$ cat config.mk
export PLATFORM = sky130hd
export DESIGN_NAME = alu_op_dispatch
export DESIGN_NICKNAME = d
export VERILOG_FILES = /design/src/rtl/alu_op_dispatch.sv
export SDC_FILE = /design/constraint.sdc
export NUM_CORES = 1
export LEC_CHECK = 0
export ABC_AREA = 1
export CAP_MARGIN = 5
export CORE_MARGIN = 3
export CORE_UTILIZATION = 55
export CTS_CLUSTER_DIAMETER = 80
export DETAILED_ROUTE_END_ITERATION = 12
export PLACE_DENSITY = 0.79
export SYNTH_ARGS = -nofsm -noshare
export SYNTH_HDL_FRONTEND = slang
export SYNTH_SLANG_ARGS = --single-unit
$ cat constraint.sdc
create_clock -name CLK -period 2.3 [get_ports CLK]
set_clock_uncertainty 0.05 [all_clocks]
set_input_delay 0.46 -clock CLK [delete_from_list [all_inputs] [get_ports CLK]]
set_output_delay 0.46 -clock CLK [all_outputs]
set_load 0.01 [all_outputs]
$ cat src/rtl/alu_op_dispatch.sv
// ============================================================================
// Module   : alu_op_dispatch
// Purpose  : FIFO-buffered ALU issue stage with credit-limited in-flight count.
// Revision : 1.0
// ============================================================================
`default_nettype none

module alu_op_dispatch #(
    parameter int DATA_WIDTH = 8,
    parameter int DEPTH      = 4,
    parameter int MAX_OUTST  = 2
) (
    input  logic                          CLK,
    input  logic                          RST,
    input  logic                          REQ_VLD,
    output logic                          REQ_RDY,
    input  logic [3:0]                    REQ_OP,
    input  logic [1:0]                    REQ_MOVI,
    input  logic [DATA_WIDTH-1:0]         REQ_A,
    input  logic [DATA_WIDTH-1:0]         REQ_B,
    input  logic [DATA_WIDTH-1:0]         REQ_MEM,
    input  logic [DATA_WIDTH-1:0]         REQ_IMM,
    input  logic                          ALU_RDY,
    input  logic                          EX_ALU_VLD,
    output logic                          ACT,
    output logic [3:0]                    OP,
    output logic [1:0]                    MOVI,
    output logic [DATA_WIDTH-1:0]         REG_A,
    output logic [DATA_WIDTH-1:0]         REG_B,
    output logic [DATA_WIDTH-1:0]         MEM,
    output logic [DATA_WIDTH-1:0]         IMM,
    output logic [$clog2(DEPTH):0]        FIFO_CNT,
    output logic [$clog2(MAX_OUTST):0]    OUTST,
    output logic                          CRED_ERR
);

    localparam int c_PTR_W = $clog2(DEPTH);
    localparam int c_CNT_W = c_PTR_W + 1;
    localparam int c_OUT_W = $clog2(MAX_OUTST) + 1;
    localparam int c_ENT_W = 4 + 2 + 4 * DATA_WIDTH;

    localparam logic [c_CNT_W-1:0] c_DEPTH = c_CNT_W'(DEPTH);
    localparam logic [c_OUT_W-1:0] c_MAX   = c_OUT_W'(MAX_OUTST);

    logic [c_ENT_W-1:0] r_mem_q    [DEPTH];
    logic [c_ENT_W-1:0] w_mem_d    [DEPTH];
    logic [c_PTR_W-1:0] r_wptr_q, w_wptr_d;
    logic [c_PTR_W-1:0] r_rptr_q, w_rptr_d;
    logic [c_CNT_W-1:0] r_cnt_q,  w_cnt_d;
    logic [c_OUT_W-1:0] r_out_q,  w_out_d;
    logic               r_err_q,  w_err_d;

    logic               w_push;
    logic               w_pop;
    logic [c_ENT_W-1:0] w_head;

    assign REQ_RDY = !RST && (r_cnt_q < c_DEPTH);
    assign ACT     = !RST && (r_cnt_q != '0) && ALU_RDY && (r_out_q < c_MAX);
    assign w_push  = REQ_VLD && REQ_RDY;
    assign w_pop   = ACT;

    // Outputs always reflect the stored head slot; no bypass from the request port.
    assign w_head = r_mem_q[r_rptr_q];
    assign {OP, MOVI, REG_A, REG_B, MEM, IMM} = w_head;

    assign FIFO_CNT = r_cnt_q;
    assign OUTST    = r_out_q;
    assign CRED_ERR = r_err_q;

    always_comb begin
        w_mem_d  = r_mem_q;
        w_wptr_d = r_wptr_q;
        w_rptr_d = r_rptr_q;
        w_cnt_d  = r_cnt_q;
        w_out_d  = r_out_q;
        w_err_d  = r_err_q;

        if (w_push) begin
            w_mem_d[r_wptr_q] = {REQ_OP, REQ_MOVI, REQ_A, REQ_B, REQ_MEM, REQ_IMM};
            w_wptr_d          = r_wptr_q + 1'b1;
        end
        if (w_pop) begin
            w_rptr_d = r_rptr_q + 1'b1;
        end

        if (w_push && !w_pop) begin
            w_cnt_d = r_cnt_q + 1'b1;
        end else if (!w_push && w_pop) begin
            w_cnt_d = r_cnt_q - 1'b1;
        end

        // A return with nothing outstanding is flagged but never underflows the count.
        if (w_pop && !EX_ALU_VLD) begin
            w_out_d = r_out_q + 1'b1;
        end else if (!w_pop && EX_ALU_VLD && (r_out_q != '0)) begin
            w_out_d = r_out_q - 1'b1;
        end
        if (EX_ALU_VLD && (r_out_q == '0)) begin
            w_err_d = 1'b1;
        end
    end

    always_ff @(posedge CLK) begin
        if (RST) begin
            for (int i = 0; i < DEPTH; i++) begin
                r_mem_q[i] <= '0;
            end
            r_wptr_q <= '0;
            r_rptr_q <= '0;
            r_cnt_q  <= '0;
            r_out_q  <= '0;
            r_err_q  <= 1'b0;
        end else begin
            r_mem_q  <= w_mem_d;
            r_wptr_q <= w_wptr_d;
            r_rptr_q <= w_rptr_d;
            r_cnt_q  <= w_cnt_d;
            r_out_q  <= w_out_d;
            r_err_q  <= w_err_d;
        end
    end

endmodule

`default_nettype wire

==> metrics.txt, run 1 <==
status complete, no violations; Hold Crit Depth 2; GRT Overall Usage 0.279; Multi-input gate area 0.00338 mm2; Final min period 2.26 ns; Max-Cap Viols 0; final core utilization 0.689; largest net degree at the start of global routing 135; Post-Route Setup TNS 0 ns; Antenna Cells 0; Worst R2R Start FIFO_CNT[2]; Die W 120 um; Final Instance Area 0.00873 mm2; drt via density 5.95; drt drc 0; fill cell count 1086; H-tree level count 4; Post-Synthesis Cells 962; Worst R2R Setup Slack 0.39 ns; I/O Buffers 88; final wirelength 20200 um; Ports 89; area growth from synthesis to layout 21.9%; synth unique cells 22; CP max FO 19; fmax 442 MHz; Max clock buf depth 2; cts hold-fix bufs 0; Syn Nets 1011; first-pass GRT wire length 32800 um; DP HPWL 11000 um; vias in the first global route 6530; Rel. slew slack 0.581; RSZ-0062 raised after global routing true; Hold Startpoint r_mem_q[90]; routed len/inst 16.9 um; DRT iter0 DRCs 992; Starting Density 0.565; register area 0.00325 mm2; Peak VDD IR 0.640 mV; Mapped Area 0.00716 mm2; #FFs+latches synth 162; register area share after synthesis 0.453; Final WS setup 0.0374 ns; Setup Viol. Count Final 0; FF-to-FF End FIFO_CNT[2]; global placer's final weighted congestion 0.770; cts bufs inserted 17; Worst Setup Start Kind register; crit path kind reg -> out; Synth warnings 0; clk sink count 162; Non-Filler Instances 1198; Pleak 3.17 nW; Pins Over Slew Limit 0; Required @ worst endpoint 1.79 ns; first-pass iteration count of the detailed router 6; Final Cycle Share 0.984; total congestion overflow 0; Nets 1062; DP Area 0.00810 mm2; Die Y 120 um; WHS Endpoint r_mem_q[90]; Fin. Hold Viols 0; area of the die 0.0144 mm2; share of cells above drive strength 1 0.0926; average cell area after synthesis 7.44 um2; Post-Place Cells 1165; Placeable Area 0.0127 mm2; PwrDens 856 mW/mm2; measured slew at the worst slew-check pin 0.629 ns; Worst Reg-to-Reg Cells 10; initial antenna violation count 0; Row Count 41; vias 7126; worst hold path type reg -> reg; CP Data Arrival Time 1.75 ns; Antenna Nets Post-Route 0; latest clock arrival within the worst-skew pair 0.42 ns; CTS tree built; pre-CTS setup slack 0.00655 ns; Worst setup EP type primary output; root buffer cell clkbuf_16; Clock Pin Slew Worst Setup and Hold Paths 0.06 ns
[sequential cells by signal, indices dropped and copies added (netlist names)]
name,cells
r_rptr_q,2
CRED_ERR,1
FIFO_CNT,3
OUTST,2
r_mem_q,152
r_wptr_q,2
[cells in the final DEF, fill, tap and decap left out, types with 2 or more instances in the layout]
cell / n
a21oi_1: 160
buf_12: 9
buf_4: 21
buf_6: 2
buf_8: 2
bufinv_16: 2
clkbuf_1: 3
clkbuf_16: 17
clkbuf_2: 4
clkbuf_8: 3
clkdlybuf4s15_1: 3
clkdlybuf4s50_1: 48
clkinv_2: 3
clkinvlp_4: 4
dfxtp_1: 161
dlygate4sd2_1: 27
dlymetal6s2s_1: 4
ha_1: 3
ha_2: 2
inv_1: 12
nand2_1: 164
nand3_1: 136
nand3_2: 18
nor2_1: 86
o21ai_0: 77
o21ai_1: 7
o22ai_1: 38
[through the flow]
step | hold WS (ns) | total power, mW
2_1_floorplan | 0.386 | 4.04
3_3_place_gp | 0.395 | 4.76
3_5_place_dp | 0.399 | 4.77
4_1_cts | 0.408 | 7.47
5_1_grt | 0.419 | 7.78
6_report | 0.406 | 7.47
[where the power goes]
group	internal [mW]	switching (mW)	leakage, nW	total (mW)
registers	2.93	0.0884	1.31	3.02
clock network	1.68	1.10	0.275	2.78
logic	0.663	1.01	1.59	1.68
[kinds of logic (layout without fill, tap and decap cells)]
kind of cell,count (synthesis),after routing,synth area share
compound gates,282,282,0.204
xor+xnor,1,1,0.00122
fa+ha+maj,6,6,0.0115
buf+inv,105,169,0.0763
flops,162,162,0.453
simple gates,406,406,0.254
[worst max-delay path: stages (launching register included)]
cell           delay (ns)
dfxtp_4              0.39
inv_6                0.11
bufbuf_16            0.31
nor2_1               0.05
o22ai_1              0.17
dlygate4sd2_1        0.28
[layer usage]
metal | track usage | routed length (um)
met5 | 0 | 0
met4 | 0.0995 | 346
met3 | 0.0740 | 1840
met2 | 0.434 | 9470
met1 | 0.376 | 8540
[synthesized netlist by cell type, drive strengths merged]
| cell type | instances | area [um2] |
|---|---|---|
| inv | 15 | 56.3 |
| nor2 | 87 | 334 |
| o21ai | 84 | 420 |
| o22ai | 38 | 238 |
| dfxtp | 162 | 3240 |
| buf | 45 | 322 |
| ha | 5 | 62.6 |
| nand2 | 165 | 627 |
| xor2 | 1 | 8.76 |
| a21oi | 160 | 801 |
| nand3 | 154 | 861 |
| fa | 1 | 20.0 |
| clkbuf | 45 | 169 |
[cell type report]
| type | count | share of cell area |
|---|---|---|
| Multi-Input combinational cell | 695 | 0.387 |
| Timing Repair Buffer | 122 | 0.143 |
| Sequential cell | 162 | 0.372 |
| Clock buffer | 23 | 0.0547 |
| Tap cell | 172 | 0.0246 |
| Inverter | 15 | 0.00731 |
| Clock inverter | 9 | 0.0120 |
[what timing repair did]
action,CTS,global route
cloned,1,0
buffers inserted,0,0
setup endpoints to repair,38,14
gates resized for setup,48,31
pin swaps,1,0
endpoints found under the hold margin,0,0
[how the worst max path moves through the flow]
stage | from | depth (start not counted) | slack (ns) | endpoint
2_1_floorplan | RST | 12 | 0.13 | FIFO_CNT[2]
3_3_place_gp | ALU_RDY | 6 | 0.02 | ACT
3_5_place_dp | REQ_VLD | 10 | 0.007 | FIFO_CNT[2]
4_1_cts | r_rptr_q[0] | 4 | -0.13 | IMM[2]
5_1_grt | r_rptr_q[1] | 5 | -0.001 | REG_B[3]
6_report | r_rptr_q[0] | 5 | 0.04 | REG_B[6]
No activity file was read; power rests on OpenSTA's default activity.
==> run 2, diff against run 1 <==
--- a/config.mk
+++ b/config.mk
@@ -12,6 +12,7 @@
 export CTS_CLUSTER_DIAMETER = 80
 export DETAILED_ROUTE_END_ITERATION = 12
 export PLACE_DENSITY = 0.79
+export SLEW_MARGIN = 15
 export SYNTH_ARGS = -nofsm -noshare
 export SYNTH_HDL_FRONTEND = slang
 export SYNTH_SLANG_ARGS = --single-unit
==> results of run 2 <==
The final DEF is identical to that of run 1; final timing and power are the same.
